File: src/rtl/sram_arbiter_pkg.sv
// Shared encodings for the SRAM arbiter: FSM states, access owners, idle control levels.
package sram_arbiter_pkg;

  typedef enum logic [2:0] {
    ARB_IDLE     = 3'd0,
    ARB_RD       = 3'd1,
    ARB_WR_SETUP = 3'd2,
    ARB_WR_PULSE = 3'd3,
    ARB_WR_HOLD  = 3'd4
  } arb_state_t;

  localparam logic OWN_IF  = 1'b0;
  localparam logic OWN_MEM = 1'b1;

  localparam logic [3:0] CTRL_OFF = 4'b1111;

endpackage

File: src/rtl/sram_fetch_buf.sv
// One-entry fetch buffer (tag = word address, data); only built with SRAM_ARB_FETCH_BUF_EN.
`ifdef SRAM_ARB_FETCH_BUF_EN
module sram_fetch_buf
  import sram_arbiter_pkg::*;
(
  input  logic        clk,
  input  logic        rst,
  input  logic [29:0] lookup_tag,
  input  logic        fill_en,
  input  logic [29:0] fill_tag,
  input  logic [31:0] fill_data,
  input  logic        inval_en,
  input  logic [29:0] inval_tag,
  output logic        hit,
  output logic [31:0] data
);

  logic        valid_q;
  logic [29:0] tag_q;
  logic [31:0] data_q;

  assign hit  = valid_q && (tag_q == lookup_tag);
  assign data = data_q;

  always_ff @(posedge clk or posedge rst) begin
    if (rst) begin
      valid_q <= 1'b0;
      tag_q   <= '0;
      data_q  <= '0;
    end else if (fill_en) begin
      valid_q <= 1'b1;
      tag_q   <= fill_tag;
      data_q  <= fill_data;
    end else if (inval_en && (inval_tag == tag_q)) begin
      valid_q <= 1'b0;
    end
  end

endmodule
`endif

File: src/rtl/sram_arbiter.sv
// Arbitrates IF fetches and MEM loads/stores onto one 32-bit SRAM with multi-cycle timing.
// Optional fetch buffer enabled by defining SRAM_ARB_FETCH_BUF_EN.
module sram_arbiter
  import sram_arbiter_pkg::*;
#(
  parameter int RD_CYCLES = 2,
  parameter int WR_CYCLES = 2,
  parameter int SRAM_AW   = 20
) (
  input  logic               clk,
  input  logic               rst,
  input  logic               if_req_i,
  input  logic [31:0]        if_addr_i,
  output logic [31:0]        if_data_o,
  output logic               if_ready_o,
  input  logic               mem_ce_n_i,
  input  logic               mem_we_n_i,
  input  logic               mem_oe_n_i,
  input  logic [3:0]         mem_be_n_i,
  input  logic [31:0]        mem_addr_i,
  input  logic [31:0]        mem_wdata_i,
  output logic [31:0]        mem_rdata_o,
  output logic               mem_ready_o,
  output logic               stall_req_o,
  output logic [SRAM_AW-1:0] sram_addr_o,
  output logic [31:0]        sram_wdata_o,
  input  logic [31:0]        sram_rdata_i,
  output logic               sram_data_oe_o,
  output logic               sram_ce_n_o,
  output logic               sram_oe_n_o,
  output logic               sram_we_n_o,
  output logic [3:0]         sram_be_n_o
);

  localparam logic [2:0] RD_LAST = 3'(RD_CYCLES - 1);
  localparam logic [2:0] WR_LAST = 3'(WR_CYCLES - 1);

  arb_state_t         state_q, state_d;
  logic [2:0]         cnt_q, cnt_d;
  logic               owner_q;
  logic [SRAM_AW-1:0] addr_q;
  logic [31:0]        wdata_q;
  logic [3:0]         be_q;
  logic [31:0]        if_data_q, mem_rdata_q;
  logic               if_ready_q, mem_ready_q;
  logic               mem_req, mem_wr, rd_done, wr_done;
  logic               accept_wr, accept_mem, accept_if, fetch_hit;
  logic               buf_hit;
  logic [31:0]        buf_data;
  logic               unused_addr_bits;

  assign mem_req = !mem_ce_n_i && (!mem_we_n_i || !mem_oe_n_i);
  assign mem_wr  = mem_req && !mem_we_n_i;
  assign rd_done = (state_q == ARB_RD) && (cnt_q == RD_LAST);
  assign wr_done = (state_q == ARB_WR_HOLD);

  assign unused_addr_bits = ^{if_addr_i[31:SRAM_AW+2], if_addr_i[1:0],
                              mem_addr_i[31:SRAM_AW+2], mem_addr_i[1:0]};

  always_comb begin
    state_d    = state_q;
    cnt_d      = cnt_q;
    accept_wr  = 1'b0;
    accept_mem = 1'b0;
    accept_if  = 1'b0;
    fetch_hit  = 1'b0;
    case (state_q)
      ARB_IDLE: begin
        // MEM always wins; a fetch hitting the buffer completes without leaving IDLE.
        if (mem_wr) begin
          state_d   = ARB_WR_SETUP;
          accept_wr = 1'b1;
        end else if (mem_req) begin
          state_d    = ARB_RD;
          accept_mem = 1'b1;
        end else if (if_req_i) begin
          if (buf_hit) begin
            fetch_hit = 1'b1;
          end else begin
            state_d   = ARB_RD;
            accept_if = 1'b1;
          end
        end
      end
      ARB_RD: begin
        if (cnt_q == RD_LAST) begin
          state_d = ARB_IDLE;
          cnt_d   = 3'd0;
        end else begin
          cnt_d = cnt_q + 3'd1;
        end
      end
      ARB_WR_SETUP: state_d = ARB_WR_PULSE;
      ARB_WR_PULSE: begin
        if (cnt_q == WR_LAST) begin
          state_d = ARB_WR_HOLD;
          cnt_d   = 3'd0;
        end else begin
          cnt_d = cnt_q + 3'd1;
        end
      end
      ARB_WR_HOLD: state_d = ARB_IDLE;
      default:     state_d = ARB_IDLE;
    endcase
  end

  always_ff @(posedge clk or posedge rst) begin
    if (rst) begin
      state_q     <= ARB_IDLE;
      cnt_q       <= 3'd0;
      owner_q     <= OWN_IF;
      addr_q      <= '0;
      wdata_q     <= '0;
      be_q        <= CTRL_OFF;
      if_data_q   <= '0;
      mem_rdata_q <= '0;
      if_ready_q  <= 1'b0;
      mem_ready_q <= 1'b0;
    end else begin
      state_q     <= state_d;
      cnt_q       <= cnt_d;
      if_ready_q  <= 1'b0;
      mem_ready_q <= 1'b0;
      if (accept_wr) begin
        owner_q <= OWN_MEM;
        addr_q  <= mem_addr_i[SRAM_AW+1:2];
        wdata_q <= mem_wdata_i;
        be_q    <= mem_be_n_i;
      end else if (accept_mem) begin
        owner_q <= OWN_MEM;
        addr_q  <= mem_addr_i[SRAM_AW+1:2];
        be_q    <= mem_be_n_i;
      end else if (accept_if) begin
        owner_q <= OWN_IF;
        addr_q  <= if_addr_i[SRAM_AW+1:2];
        be_q    <= 4'b0000;
      end
      if (fetch_hit) begin
        if_ready_q <= 1'b1;
        if_data_q  <= buf_data;
      end
      if (rd_done) begin
        if (owner_q == OWN_MEM) begin
          mem_rdata_q <= sram_rdata_i;
          mem_ready_q <= 1'b1;
        end else begin
          if_data_q  <= sram_rdata_i;
          if_ready_q <= 1'b1;
        end
      end
      if (wr_done) mem_ready_q <= 1'b1;
    end
  end

`ifdef SRAM_ARB_FETCH_BUF_EN
  logic [29:0] fetch_tag_q;

  always_ff @(posedge clk or posedge rst) begin
    if (rst)            fetch_tag_q <= '0;
    else if (accept_if) fetch_tag_q <= if_addr_i[31:2];
  end

  sram_fetch_buf u_fetch_buf (
    .clk        (clk),
    .rst        (rst),
    .lookup_tag (if_addr_i[31:2]),
    .fill_en    (rd_done && (owner_q == OWN_IF)),
    .fill_tag   (fetch_tag_q),
    .fill_data  (sram_rdata_i),
    .inval_en   (accept_wr),
    .inval_tag  (mem_addr_i[31:2]),
    .hit        (buf_hit),
    .data       (buf_data)
  );
`else
  assign buf_hit  = 1'b0;
  assign buf_data = '0;
`endif

  // SRAM strobes decode straight from the registered state, so reset clears them at once.
  assign sram_addr_o    = addr_q;
  assign sram_wdata_o   = wdata_q;
  assign sram_ce_n_o    = (state_q == ARB_IDLE);
  assign sram_oe_n_o    = (state_q != ARB_RD);
  assign sram_we_n_o    = (state_q != ARB_WR_PULSE);
  assign sram_data_oe_o = (state_q == ARB_WR_SETUP) || (state_q == ARB_WR_PULSE) ||
                          (state_q == ARB_WR_HOLD);
  assign sram_be_n_o    = (state_q == ARB_IDLE) ? CTRL_OFF : be_q;

  assign if_data_o   = if_data_q;
  assign if_ready_o  = if_ready_q;
  assign mem_rdata_o = mem_rdata_q;
  assign mem_ready_o = mem_ready_q;
  assign stall_req_o = (mem_req && !mem_ready_q) || (if_req_i && !if_ready_q);

endmodule

File: config.mk
export PLATFORM = sky130hd
export DESIGN_NAME = sram_arbiter
export DESIGN_NICKNAME = d
export VERILOG_FILES = /design/src/rtl/sram_arbiter_pkg.sv /design/src/rtl/sram_fetch_buf.sv /design/src/rtl/sram_arbiter.sv
export SDC_FILE = /design/constraint.sdc
export NUM_CORES = 1
export LEC_CHECK = 0
export ABC_AREA = 1
export ABC_CLOCK_PERIOD_IN_PS = 6830
export CAP_MARGIN = 20
export CORE_MARGIN = 1
export CORE_UTILIZATION = 45
export DETAILED_ROUTE_END_ITERATION = 7
export GPL_ROUTABILITY_DRIVEN = 1
export HOLD_SLACK_MARGIN = 0.15
export PLACE_DENSITY = 0.87
export SETUP_SLACK_MARGIN = 0.05
export SLEW_MARGIN = 20
export SYNTH_ARGS = -nofsm -noshare
export SYNTH_HDL_FRONTEND = slang
export SYNTH_SLANG_ARGS = --single-unit
File: constraint.sdc
create_clock -name clk -period 6.83 [get_ports clk]
set_clock_uncertainty 0.2 [all_clocks]
set_input_delay 1.366 -clock clk [delete_from_list [all_inputs] [get_ports clk]]
set_output_delay 1.366 -clock clk [all_outputs]
set_load 0.03 [all_outputs]
# == Word-level counts from Yosys, hierarchy flattened ==
# Index checks and enable logic that the tools add are counted.
# word_totals
reg_bits,129
inputBits,138
output_inout_bits,127
word_cells,75
# op_classes
add_sub_neg,1
n_eq_ne,10
muxes,33
bitwise_logic,1
reduce_logical,20
# op_table
cell,n
two-way mux 32 bit,2
two-way mux 20 bit,3
two-way mux 3 bit,6
two-way mux 1 bit,17
two-way mux 4 bit,4
one-hot mux 3 bit (4 select lines),1
equality test 3 x 1 -> 1 bit (second input constant),2
equality test 3 x 2 -> 1 bit (second input constant),2
logical AND 1 bit,5
zero test 1 bit,5
logical OR 1 bit,4
!= test 4 x 2 -> 1 bit (second input constant),1
AND reduction 2 bit,2
adder 3 x 1 -> 3 bit (second input constant),1
equality test 3 bit (second input constant),1
zero test 3 bit,1
!= test 3 x 1 -> 1 bit (second input constant),1
!= test 3 x 2 -> 1 bit (second input constant),1
AND reduction 3 bit,1
nonzero test 3 bit,1
!= test 2 x 1 -> 1 bit (second input constant),1
!= test 2 bit (second input constant),1
OR reduction 2 bit,1
inverter 1 bit,1

# == Logic depth before layout (Yosys ltp) ==
# Gate-level depths: netlist of the first run.
# logic_depth
ltp_word,9
mapped_depth,8

# == Least setup slack after synthesis of the first run ==
# Ideal clock, no wire load.
# synth_path
kind,input port to output port
start,input port mem_ce_n_i
end,output port stall_req_o
arrival_time_ns,2.272
t_required_ns,5.264
path_slack_ns,2.992
path_stages,4
path_buffers,1
path_cell_list,inv_1 nand2_1 clkbuf_1 o22ai_1
# synth_via
elab_chain_cells,4
# synth_lines
element,line_no,text
start: declaration,sram_arbiter.sv:16,"input logic mem_ce_n_i,"
zero test 1 bit,sram_arbiter.sv:52,assign mem_req = !mem_ce_n_i && (!mem_we_n_i || !mem_oe_n_i);
logical AND 1 bit,sram_arbiter.sv:52,
logical AND 1 bit,sram_arbiter.sv:194,assign stall_req_o = (mem_req && !mem_ready_q) || (if_req_i && !if_ready_q);
logical OR 1 bit,sram_arbiter.sv:194,
end: declaration,sram_arbiter.sv:24,"output logic stall_req_o,"
# No other way between the ends.

# == Worst setup path after layout of the first run ==
# layout_path
start,input port mem_we_n_i
end,output port stall_req_o
# layout_via
elab_chain_cells,5
# layout_lines
element,line_no,text
start: declaration,sram_arbiter.sv:17,"input logic mem_we_n_i,"
zero test 1 bit,sram_arbiter.sv:52,
logical OR 1 bit,sram_arbiter.sv:52,
logical AND 1 bit,sram_arbiter.sv:52,
logical AND 1 bit,sram_arbiter.sv:194,
logical OR 1 bit,sram_arbiter.sv:194,
# No other way between the ends.

==> reports/results.ini, run 1 <==
[outcome]
outcome = finished, final reports clean

[cts]
tritoncts.num_buffers = 17
clk_pin_slew_ns = 0.05
clock-sinks = 129
postCtsHoldBufs = 0
clockBufferDepth = 2
cts_tree = yes
clk_latency_ns = 0.41
cts_setup_buffers = 0
cts.htree.levels = 4
cts_resized = 0
ctsRootBufferMaster = clkbuf_16

[floorplan]
coreArea_sq_um = 12100
rows = 40
initial_core_util = 0.465
die_area_sq_um = 13000
die_x_um = 114
die_height_um = 114
pin_count = 265

[synth]
yosys_warnings = 0
syn_inst = 666
yosysSeqAreaShare = 0.574
netlist.area_leader.share = 0.555
synth_seq_cells = 129
synth_nets = 804
synth_top_area_cell = dfrtp_1
syn_area_sq_um = 5630
syn_area_per_cell_sq_um = 8.46
synth_area_leaders = dfrtp_1, nand2_1, nand3_1
synth_cell_types = 25

[place]
dp_hpwl_um = 10200
place.gp.congestion = 0.799
place_ws_ns = 1.90
placed_area_sq_um = 8010
port_buffers = 240

[sta]
hold_violations = 0
worstMarginPinSlew_ns = 0.821
final.setup.tns_ns = 0
fmax_mhz = 204
finalSetupViolCount = 0
slew_viol_final = 0
min_period_over_period = 0.718
layout_setup_ws_ns = 1.92
final.min_clock_period_ns = 4.91
slew_headroom = 0.451
rsz0062_at_grt = false

[pwr]
p_sw_frac = 0.434
p_per_area_nw_per_um2 = 535
clock_power_share = 0.192
power_leakage_nw = 4.32
p_int_w = 0.00261
pwr-share-seq = 0.290
p_sw_w = 0.00200
p_comb_frac = 0.518
peakVddDrop_mv = 0.291

[layout]
n_fill_cell = 932
utilization = 0.711
layout_commonest_cell = nand2_1
nNetsFinal = 1034
drive_gt1_frac = 0.0705
layout_common_cells = nand2_1, clkdlybuf4s50_1, dfrtp_1
final_area_sq_um = 8610
n_antenna_cell = 0
regArea_sq_um = 3230
multi_input_comb_area_sq_um = 1860
syn_to_final_growth_pct = 52.8

[drt]
drcViolationCount = 0
vias = 5100
drtIter0Drc = 375
antenna_left = 0
wl_per_cell_um = 14.0
first_pass_iters = 4
via_per_inst = 4.74
routed_wl_um = 15100

[worst_setup_path]
max_stage_delay_ns = 0.71
required_ns = 5.26
critPathMaxFanout = 22
start_kind = primary input
end_kind = output port
cp_slowest_cell = clkdlybuf4s50_1
crit_arrival_ns = 3.34
path_cells = clkdlybuf4s50_1 > nand2_1 > nand2_1 > o22ai_1 > clkdlybuf4s50_1
crit_type = primary input to output port

[global_routing]
grt.overflow.total = 0
grt_pass1_vias = 4874
grt_max_degree = 69
grt_pass1_wl_um = 24100
antenna_found_initial = 0
grt_use_total = 0.243

[job]
cap_violations = 0

[worst_hold_path]
holdCritPathClass = flip-flop to flip-flop

registers in the layout, summed over array words and instances, names as in the netlist:
name and cells:
be_q 4, cnt_q 3, if_data_o 32, if_ready_o 1, mem_rdata_o 32, mem_ready_o 1
owner_q 1, sram_addr_o 20, sram_wdata_o 32, state_q 3
final cells by class:
class | count | share of cell area
Clock buffer | 21 | 0.0547
Timing Repair Buffer | 246 | 0.285
Sequential cell | 129 | 0.376
Multi-Input combinational cell | 431 | 0.216
Clock inverter | 10 | 0.0128
Inverter | 71 | 0.0313
Tap cell | 168 | 0.0244
worst paths after layout:
path                       cells after the start          endpoint  slack, ns     startpoint
setup / recovery                               5       stall_req_o       1.92     mem_we_n_i
hold / removal                                 2     if_data_o[24]       0.26  if_data_o[24]
setup reg to reg                               6     if_data_o[22]       4.59     state_q[2]
hold reg to reg                                2     if_data_o[24]       0.26  if_data_o[24]
max in group asynchronous                      3     if_data_o[24]       3.84            rst
min in group asynchronous                      2  sram_wdata_o[17]       1.27            rst
logic make-up after synthesis:
kind of cell              after synthesis  share of synthesized area
buffers and inverters                 106                     0.0960
and+or+nand+nor                       385                      0.280
DFF                                   129                      0.574
AOI/OAI and AO/OA                      44                     0.0464
xor gates and xnor gates                2                    0.00311
metrics by stage:
stage	hold WS, ns	std cells	power (W)
global route	0.283	1076	0.00488
detailed placement	0.257	1044	0.00374
global placement	0.252	1044	0.00368
floorplan	0.264	666	0.00278
CTS	0.270	1075	0.00464
finish	0.264	1076	0.00461
synth_stat cells:
library cell	count
o21ai_2	10
nor2_4	2
nor3_1	1
inv_1	67
o211ai_1	1
buf_6	5
dfrtp_1	125
nor2_1	43
o22ai_1	1
inv_2	3
o21ai_1	13
o21ai_0	19
clkinv_1	1
dfstp_2	4
clkbuf_1	4
nand3_2	1
buf_2	18
nand2_2	4
or2_2	3
nand4_1	3
nand2_1	259
nand3_1	69
buf_4	1
buf_8	7
xor2_1	2
worst max-delay path: cells and delay by family:
family | cells | cell delay, ns
buffers and inverters | 2 | 1.13
and+or+nand+nor | 2 | 0.57
AOI/OAI and AO/OA | 1 | 0.27
power by group through the flow:
stage | clock [W] | sequential (W) | combinational (W)
after CTS | 0.000898 | 0.00134 | 0.00241
final | 0.000883 | 0.00134 | 0.00239
after floorplan | 0 | 0.00200 | 0.000784
after global routing | 0.000938 | 0.00138 | 0.00256
after global placement | 0 | 0.00133 | 0.00236
after detailed placement | 0 | 0.00134 | 0.00240
layer usage:
layer	vias up	track usage	wire length (um)
met5	-	0	0
met4	0	0.123	427
met3	34	0.0786	1220
met2	195	0.393	7170
met1	2360	0.292	6250
li1	2511	-	-
Note: power is estimated with default switching activity, not from simulation.
==> run 2, diff against run 1 <==
--- a/config.mk
+++ b/config.mk
@@ -6,14 +6,14 @@
 export NUM_CORES = 1
 export LEC_CHECK = 0
 export ABC_AREA = 1
-export ABC_CLOCK_PERIOD_IN_PS = 6830
+export ABC_CLOCK_PERIOD_IN_PS = 4900
 export CAP_MARGIN = 20
 export CORE_MARGIN = 1
-export CORE_UTILIZATION = 45
+export CORE_UTILIZATION = 41
 export DETAILED_ROUTE_END_ITERATION = 7
 export GPL_ROUTABILITY_DRIVEN = 1
 export HOLD_SLACK_MARGIN = 0.15
-export PLACE_DENSITY = 0.87
+export PLACE_DENSITY = 0.8
 export SETUP_SLACK_MARGIN = 0.05
 export SLEW_MARGIN = 20
 export SYNTH_ARGS = -nofsm -noshare
==> constraint.sdc (replaced) <==
create_clock -name clk -period 4.9 [get_ports clk]
set_clock_uncertainty 0.2 [all_clocks]
set_input_delay 0.98 -clock clk [delete_from_list [all_inputs] [get_ports clk]]
set_output_delay 0.98 -clock clk [all_outputs]
set_load 0.03 [all_outputs]
==> run 2 against run 1 <==
Against the previous run: critical path type unchanged; first-iteration DRC count decreased by 34%; worst setup slack got worse by 0.82 ns; worst hold slack got worse by 0.0011 ns; core utilization decreased by 6.2 points; power increased by 39%; die area increased by 9.6%; routed wire length decreased by 0.78%; via count decreased by 1.5%.
==> reports/results.ini, run 2 (synthesis gave the netlist of run 1 again) <==
[outcome]
outcome = finished, final reports clean

[pwr]
clock_power_share = 0.190
p_int_w = 0.00365
power_leakage_nw = 4.33
pwr-share-seq = 0.291
p_sw_frac = 0.430
p_comb_frac = 0.520
p_per_area_nw_per_um2 = 742
p_sw_w = 0.00275
peakVddDrop_mv = 0.457

[cts]
cts.htree.levels = 4
clockBufferDepth = 2
tritoncts.num_buffers = 17
ctsRootBufferMaster = clkbuf_16
cts_tree = yes
clk_latency_ns = 0.41
cts_setup_buffers = 0
postCtsHoldBufs = 0
cts_resized = 0
clock-sinks = 129
clk_pin_slew_ns = 0.05

[layout]
drive_gt1_frac = 0.0693
n_antenna_cell = 0
multi_input_comb_area_sq_um = 1860
nNetsFinal = 1036
n_fill_cell = 1095
utilization = 0.648
regArea_sq_um = 3230
syn_to_final_growth_pct = 53.0
layout_commonest_cell = nand2_1
layout_common_cells = nand2_1, clkdlybuf4s50_1, dfrtp_1

[drt]
antenna_left = 0
via_per_inst = 4.63
vias = 5024
routed.top_layer = met4
first_pass_iters = 6
routed_wl_um = 15000
wl_per_cell_um = 13.8
drtIter0Drc = 246
wl_met1_um = 6350
drcViolationCount = 0
met2_length_um = 6980
wl_met3_um = 1190

[sta]
fmax_mhz = 263
hold_violations = 0
slew_viol_final = 0
slew_headroom = 0.478
final.min_clock_period_ns = 3.80
rsz0062_at_grt = false
fin_hold_ws_ns = 0.263
finalSetupViolCount = 0
layout_setup_ws_ns = 1.10
final.setup.tns_ns = 0
min_period_over_period = 0.776
worstMarginPinSlew_ns = 0.780

[place]
place.gp.congestion = 0.788
place_ws_ns = 1.10
dp_hpwl_um = 10200
port_buffers = 240

[worst_setup_path]
path_cells = clkdlybuf4s50_1 > nand2_1 > nand2_1 > buf_4 > o22ai_1 > clkdlybuf4s50_1
max_stage_delay_ns = 0.69
end_kind = output port
required_ns = 3.72
cp_slowest_cell = clkdlybuf4s50_1
crit_arrival_ns = 2.62
critPathMaxFanout = 22
start_kind = primary input
crit_type = primary input to output port
cp.buffers_inverters = 3
critPathTopFamily = buffers and inverters

[floorplan]
rows = 42
coreArea_sq_um = 13300
die_height_um = 119
initial_core_util = 0.424
die_x_um = 119
pin_count = 265
die_area_sq_um = 14200

[global_routing]
grt_max_degree = 58
grt_use_total = 0.223
grt.overflow.total = 0
antenna_found_initial = 0
grt_pass1_wl_um = 24600
grt_pass1_vias = 4874

[worst_hold_path]
holdCritPathClass = flip-flop to flip-flop

[job]
cap_violations = 0

-- run 2: cell types whose count changed in the layout (fill, tap and decap cells not counted), sizes merged --
cell | previous run | this run
clkinvlp | 4 | 0
buf | 6 | 8
clkbuf | 21 | 24
-- run 2: worst reg2reg max path, stage by stage (launching register included) --
cell	delay, ns
dfrtp_1	0.45
nor2_1	0.12
nand2_1	0.13
nor2_4	0.63
nand2_2	0.65
nand2_1	0.21
nand2_1	0.07
-- run 2: stage by stage --
step | area (sq um) | power [W] | std cells
after floorplan | 5630 | 0.00388 | 666
after global placement | 8040 | 0.00514 | 1054
after detailed placement | 8040 | 0.00520 | 1054
after CTS | 8610 | 0.00645 | 1084
after global routing | 8620 | 0.00678 | 1085
final | 8620 | 0.00640 | 1085
-- run 2: routing by layer --
layer  vias to the layer above  GRT usage
li1                       2511          -
met1                      2273      0.270
met2                       205      0.358
met3                        35     0.0723
met4                         0      0.107
met5                         -          0
-- run 2: path summary, 6_finish.rpt --
path	start	endpoint	slack (ns)	cells past startpoint
worst max-delay path	mem_we_n_i	stall_req_o	1.10	6
min in group asynchronous	rst	if_data_o[24]	0.84	2
max in group asynchronous	rst	sram_wdata_o[25]	2.67	3
worst min-delay path	mem_rdata_o[3]	mem_rdata_o[3]	0.26	2
worst min register to register	mem_rdata_o[3]	mem_rdata_o[3]	0.26	2
worst max register to register	state_q[2]	mem_rdata_o[16]	2.33	6
-- run 2: area by class of cell --
class | instances | area share
Sequential cell | 129 | 0.375
Clock inverter | 6 | 0.00929
Timing Repair Buffer | 248 | 0.286
Clock buffer | 24 | 0.0571
Inverter | 71 | 0.0312
Multi-Input combinational cell | 431 | 0.216
Tap cell | 176 | 0.0256
-- run 2: power by group through the flow --
stage / logic, W / clock network [W] / registers [W]
2_1_floorplan: 0.00109 / 0 / 0.00279
3_3_place_gp: 0.00330 / 0 / 0.00185
3_5_place_dp: 0.00334 / 0 / 0.00186
4_1_cts: 0.00335 / 0.00124 / 0.00186
5_1_grt: 0.00356 / 0.00130 / 0.00192
6_report: 0.00332 / 0.00121 / 0.00186
